**config.mk**
```make
export PLATFORM = sky130hd
export DESIGN_NAME = instr_fetch_unit
export DESIGN_NICKNAME = d
export VERILOG_FILES = /design/src/rtl/instr_fetch_unit.sv
export SDC_FILE = /design/constraint.sdc
export NUM_CORES = 1
export LEC_CHECK = 0
export ABC_AREA = 1
export ABC_CLOCK_PERIOD_IN_PS = 2300
export CAP_MARGIN = 20
export CORE_MARGIN = 10
export CORE_UTILIZATION = 30
export CTS_CLUSTER_DIAMETER = 100
export DETAILED_ROUTE_END_ITERATION = 16
export GPL_TIMING_DRIVEN = 0
export PLACE_DENSITY = 0.47
export SYNTH_ARGS = -nofsm -noshare
export SYNTH_HDL_FRONTEND = slang
export SYNTH_SLANG_ARGS = --single-unit
```
**constraint.sdc**
```tcl
create_clock -name clk -period 2.3 [get_ports clk]
set_input_delay 0.46 -clock clk [delete_from_list [all_inputs] [get_ports clk]]
set_output_delay 0.46 -clock clk [all_outputs]
set_load 0.01 [all_outputs]
```
**src/rtl/instr_fetch_unit.sv**
```systemverilog
// PC sequencer + fetch queue feeding decode; optional range/alignment check under IFETCH_ADDR_CHECK_EN.
// Latency: a word sampled at edge N is presented on out_* after edge N (one cycle through the queue).
// Backpressure: decode stalls via out_ready; a full queue holds the PC, and a same-cycle pop lets a push proceed.
module instr_fetch_unit #(
    parameter int unsigned DEPTH_WORDS = 32,
    parameter logic [31:0] RESET_PC    = 32'h0,
    parameter int unsigned FQ_DEPTH    = 4
) (
    input  logic        clk,
    input  logic        rst_n,
    output logic [31:0] imem_addr,
    input  logic [31:0] imem_instru,
    input  logic        redirect_valid,
    input  logic [31:0] redirect_pc,
    input  logic        halt_req,
    output logic        out_valid,
    input  logic        out_ready,
    output logic [31:0] out_instr,
    output logic [31:0] out_pc,
    output logic        fault,
    output logic [31:0] fault_pc
);

    localparam int unsigned PTR_W = (FQ_DEPTH > 1) ? $clog2(FQ_DEPTH) : 1;
    localparam int unsigned CNT_W = PTR_W + 1;

    typedef struct packed {
        logic [31:0] pc;
        logic [31:0] instr;
    } fq_entry_t;

    typedef enum logic [1:0] {
        ST_RUN   = 2'd0,
        ST_HALT  = 2'd1,
        ST_FAULT = 2'd2
    } state_t;

    state_t             state_q, state_d;
    logic [31:0]        pc_q, pc_d;
    fq_entry_t          fq_q [FQ_DEPTH];
    fq_entry_t          fq_d [FQ_DEPTH];
    logic [PTR_W-1:0]   head_q, head_d;
    logic [PTR_W-1:0]   tail_q, tail_d;
    logic [CNT_W-1:0]   count_q, count_d;

    logic               pop;
    logic               push;
    logic               has_space;
    logic               fetch_ok;
    logic [31:0]        redirect_target;
    state_t             resume_state;

    // Head-of-queue presentation and handshake qualifiers
    always_comb begin
        out_valid       = (count_q != '0);
        out_pc          = out_valid ? fq_q[head_q].pc    : 32'h0;
        out_instr       = out_valid ? fq_q[head_q].instr : 32'h0;
        imem_addr       = pc_q;
        pop             = out_valid && out_ready;
        has_space       = (count_q < CNT_W'(FQ_DEPTH)) || pop;
        fetch_ok        = (state_q == ST_RUN) && !redirect_valid && has_space;
        redirect_target = {redirect_pc[31:2], 2'b00};
        resume_state    = halt_req ? ST_HALT : ST_RUN;
    end

`ifdef IFETCH_ADDR_CHECK_EN
    logic        fault_q, fault_d;
    logic [31:0] fault_pc_q, fault_pc_d;
    logic        range_bad;
    logic        redirect_bad;

    // Fetch-address checks: PC beyond the attached memory, or a misaligned redirect target
    always_comb begin
        range_bad    = ({2'b00, pc_q[31:2]} >= 32'(DEPTH_WORDS));
        redirect_bad = (redirect_pc[1:0] != 2'b00);
    end

    assign fault    = fault_q;
    assign fault_pc = fault_pc_q;
`else
    // The low redirect bits and the memory size only matter when the check is built in
    logic unused_cfg;
    assign unused_cfg = ^{redirect_pc[1:0], DEPTH_WORDS[0]};

    assign fault    = 1'b0;
    assign fault_pc = 32'h0;
`endif

    // Next-state logic: redirect has priority, otherwise fetch into the queue and drain the head
    always_comb begin
        state_d = state_q;
        pc_d    = pc_q;
        fq_d    = fq_q;
        head_d  = head_q;
        tail_d  = tail_q;
        count_d = count_q;
        push    = 1'b0;
`ifdef IFETCH_ADDR_CHECK_EN
        fault_d    = fault_q;
        fault_pc_d = fault_pc_q;
`endif

        if (redirect_valid) begin
            // Flush drops everything, including a head being popped this cycle
            pc_d    = redirect_target;
            head_d  = '0;
            tail_d  = '0;
            count_d = '0;
`ifdef IFETCH_ADDR_CHECK_EN
            if (redirect_bad) begin
                state_d    = ST_FAULT;
                fault_d    = 1'b1;
                fault_pc_d = redirect_pc;
            end else begin
                state_d    = resume_state;
                fault_d    = 1'b0;
                fault_pc_d = 32'h0;
            end
`else
            state_d = resume_state;
`endif
        end else begin
            // FAULT is only left through a legal redirect
            state_d = (state_q == ST_FAULT) ? ST_FAULT : resume_state;
`ifdef IFETCH_ADDR_CHECK_EN
            if (fetch_ok && range_bad) begin
                state_d    = ST_FAULT;
                fault_d    = 1'b1;
                fault_pc_d = pc_q;
            end else begin
                push = fetch_ok;
            end
`else
            push = fetch_ok;
`endif
            if (push) begin
                fq_d[tail_q] = '{pc: pc_q, instr: imem_instru};
                tail_d       = tail_q + PTR_W'(1);
                pc_d         = pc_q + 32'd4;
            end
            if (pop) begin
                head_d = head_q + PTR_W'(1);
            end
            count_d = count_q + CNT_W'(push) - CNT_W'(pop);
        end
    end

    // State, PC, queue storage and pointers; async reset clears everything
    always_ff @(posedge clk or negedge rst_n) begin
        if (!rst_n) begin
            state_q <= ST_RUN;
            pc_q    <= RESET_PC;
            fq_q    <= '{default: '0};
            head_q  <= '0;
            tail_q  <= '0;
            count_q <= '0;
`ifdef IFETCH_ADDR_CHECK_EN
            fault_q    <= 1'b0;
            fault_pc_q <= 32'h0;
`endif
        end else begin
            state_q <= state_d;
            pc_q    <= pc_d;
            fq_q    <= fq_d;
            head_q  <= head_d;
            tail_q  <= tail_d;
            count_q <= count_d;
`ifdef IFETCH_ADDR_CHECK_EN
            fault_q    <= fault_d;
            fault_pc_q <= fault_pc_d;
`endif
        end
    end

endmodule

```
==> impl_metrics.py <==
metrics = {
    "floorplanning": {
        "coreArea_sq_mm": 0.0455,
        "pin_count": 199,
        "start_util": 0.304,
        "num_rows": 78,
        "die_area_sq_mm": 0.0550,
        "dieHeight_um": 235,
        "chipWidth_um": 235,
    },
    "logic_synthesis": {
        "ys_ff_latch": 287,
        "synthCells": 1723,
        "ys_warn_count": 0,
        "avgSynthCellArea_sq_um": 8.02,
        "ys_types": 31,
        "ys_seq_area_frac": 0.520,
        "syn_area_sq_mm": 0.0138,
    },
    "clock_tree": {
        "cts-root-buf": "clkbuf_16",
        "cts_tree": "built",
        "clk_latency_ns": 0.54,
        "cts_num_sinks": 287,
        "numCtsBuffers": 36,
        "clk_path_buf_depth": 3,
        "path_clk_slew_ns": 0.05,
        "cts_htree_levels": 2,
    },
    "worst_hold_path": {
        "hold_class": "in -> reg",
        "whs_path_depth": 2,
        "min_to": "state_q[1]",
        "hold_start": "redirect_valid",
    },
    "pwr": {
        "seqPwrFrac": 0.356,
        "clkPwrFrac": 0.243,
        "p_comb_frac": 0.401,
        "p_per_area_mw_per_mm2": 1270,
        "switchingPower_uw": 8860,
        "p_int_uw": 14500,
        "swShare": 0.380,
        "ir_drop_mv": 0.498,
        "power_leakage_uw": 0.00857,
    },
    "timing": {
        "layout_setup_ws_ns": -0.239,
        "worst_pin_slew_ns": 0.833,
        "period_share": 1.10,
        "max_clock_freq_mhz": 394,
        "setup_viol": 62,
        "hold_viol": 0,
        "finalSetupTns_ns": -5.28,
        "slew-limit-headroom": 0.444,
        "finClkSkew_ns": 0.00774,
        "maxSlewViolCount": 0,
        "rsz0062_at_grt": "true",
        "finalCriticalPeriod_ns": 2.54,
    },
    "route": {
        "met2_length_mm": 23.2,
        "final_antenna_net_count": 0,
        "vias_per_cell": 4.82,
        "vias": 12500,
        "drcViolationCount": 0,
        "first_pass_iters": 5,
        "postRouteWirelength_mm": 49.6,
        "wl_met3_mm": 2.87,
        "routed.top_layer": "met4",
        "wl_met1_mm": 22.4,
        "avgRoutedWirePerCell_um": 19.1,
        "drt_iter0_markers": 976,
    },
    "worst_setup_path": {
        "timing.rr.start": "count_q[2]",
        "cp-end-kind": "output port",
        "setup.worst_path.start_class": "flip-flop",
        "worstPathArrival_ns": 2.08,
        "cpPeakStageDelay_ns": 0.39,
        "path_buf_inv": 5,
        "cpMostUsedCell": "buf_12",
        "r2r_slack_ns": 0.19,
        "path_class": "reg -> out",
        "cp_top_family": "buffers and inverters",
        "cp_max_fo": 7,
        "rr_endpoint": "count_q[2]",
        "crit_cells": 9,
        "reg2reg_depth": 11,
        "crit_path_top_delay_cell": "dfrtp_2",
        "required_ns": 1.84,
        "crit_chain": "buf_12, buf_12, buf_8, buf_4, nor2_1, nor2_2, o21ai_2, a21oi_2, buf_2",
    },
    "place": {
        "placement.io_buffers": 158,
        "hpwl_mm": 33.5,
        "gp_congestion": 0.919,
        "place_inst": 2519,
    },
    "global_routing": {
        "grt_pass1_vias": 12800,
        "antenna_found_initial": 0,
        "track_usage": 0.181,
        "grt_max_degree": 106,
        "grt_pass1_wl_mm": 77.1,
        "overflow": 0,
    },
    "run_status": {
        "status": "finished with violations",
        "violations": "negative setup slack",
    },
    "finish": {
        "layout-drive-gt1-share": 0.182,
        "final_common_cell": "nand2_1",
        "syn2layout_area_growth_pct": 33.4,
        "final_cell_mix": "363 x nand2_1, 286 x dfrtp_1, 264 x nor2_1",
        "nets": 2055,
        "antenna_cells": 0,
        "layoutNonFillerInstCount": 2602,
    },
    "flow_run": {
        "maxCapViolCount": 0,
    },
}
==> routing by layer <==
metal	vias to the layer above	GRT usage
met5	-	0
li1	6070	-
met2	339	0.299
met3	72	0.0378
met4	0	0.0451
met1	6056	0.238
==> what timing repair did <==
action	in CTS	in global routing
hold buffers	1	0
cloned	11	2
pin swaps	45	48
gates resized for setup	532	80
setup endpoints to repair	62	65
endpoints found under the hold margin	2	0
buffers inserted	5	5
==> how the worst max path moves through the flow <==
stage	start	end
after floorplan	redirect_valid	count_q[2]
after global placement	rst_n	fq_q[133]
after detailed placement	head_q[0]	out_pc[20]
after CTS	head_q[0]	out_instr[23]
after global routing	head_q[0]	out_pc[20]
final	head_q[0]	out_pc[17]
==> metrics by stage <==
step	utilization	total power, uW	setup WS, ns	instance area (sq um)	hold slack, ns
finish	0.405	23300	-0.239	18400	0.152
global route	0.405	25100	-0.272	18400	0.141
CTS	0.402	23300	-0.209	18300	0.127
detailed placement	0.359	16700	-0.855	16300	0.473
global placement	0.358	16600	-12.27	16300	0.461
floorplan	-	12700	0.195	13900	0.164
==> sequential cells by signal (all words and copies together), names as in the netlist <==
name and cells:
fq_q 248, tail_q 2, count_q 3, head_q 2, imem_addr 30, state_q 2
==> layout make-up <==
class / instances / area, sq um
Buffer: 143 / 1460
Clock buffer: 51 / 1060
Clock inverter: 11 / 124
Fill cell: 4670 / 27100
Inverter: 86 / 348
Multi-Input combinational cell: 1241 / 5830
Sequential cell: 287 / 7180
Tap cell: 600 / 751
Timing Repair Buffer: 182 / 1650
Timing Repair inverter: 1 / 16.3
==> power groups by stage <==
stage | clock network (uW) | registers (uW) | logic (uW)
final | 5680 | 8310 | 9360
after global routing | 6060 | 8560 | 10500
after CTS | 5830 | 8240 | 9220
after detailed placement | 0 | 8240 | 8460
after global placement | 0 | 8230 | 8350
after floorplan | 0 | 8010 | 4710
==> synth_stat cells <==
cell type / instances / area, sq um
and2_1: 2 / 12.5
nand2_4: 4 / 45.0
nand2_2: 1 / 6.26
buf_6: 25 / 282
ha_1: 7 / 87.6
dfrtp_1: 287 / 7180
o21ai_0: 208 / 1040
fa_1: 1 / 20.0
nor3_1: 3 / 15.0
a21oi_1: 66 / 330
o21ai_1: 181 / 906
clkbuf_1: 47 / 176
conb_1: 1 / 3.75
nor2_2: 1 / 6.26
inv_1: 80 / 300
buf_2: 21 / 105
a211oi_2: 1 / 12.5
nand3_1: 42 / 210
nand3_2: 1 / 10.0
inv_2: 6 / 22.5
o221ai_1: 1 / 8.76
nand2_1: 365 / 1370
o21ai_2: 1 / 8.76
buf_4: 37 / 278
buf_1: 15 / 56.3
xor2_1: 6 / 52.6
nor2_1: 290 / 1090
a22oi_1: 18 / 135
nor2_4: 1 / 11.3
o211ai_1: 3 / 22.5
or2_2: 1 / 6.26
==> cell families (layout without fill, tap and decap cells) <==
kind of cell             count (synthesis)  count (layout)  share of synthesized area
AO/OA/AOI/OAI                          479             479                      0.178
flip-flops                             287             287                      0.520
XOR/XNOR                                 6               6                    0.00380
adder cells (fa/ha/maj)                  8               8                    0.00779
other                                    1              37                   0.000272
AND/OR/NAND/NOR                        711             711                      0.201
buffers and inverters                  231             474                     0.0883
==> worst register-to-register path, cell delays in order, from the launching register on <==
cell,delay (ns)
dfrtp_1,0.40
nor2_1,0.14
nand2_2,0.12
nand2_2,0.14
inv_1,0.12
ha_1,0.28
inv_1,0.05
ha_1,0.12
inv_1,0.04
fa_1,0.37
o21ai_0,0.16
a21oi_1,0.05
Note: power is estimated with default switching activity, not from simulation.
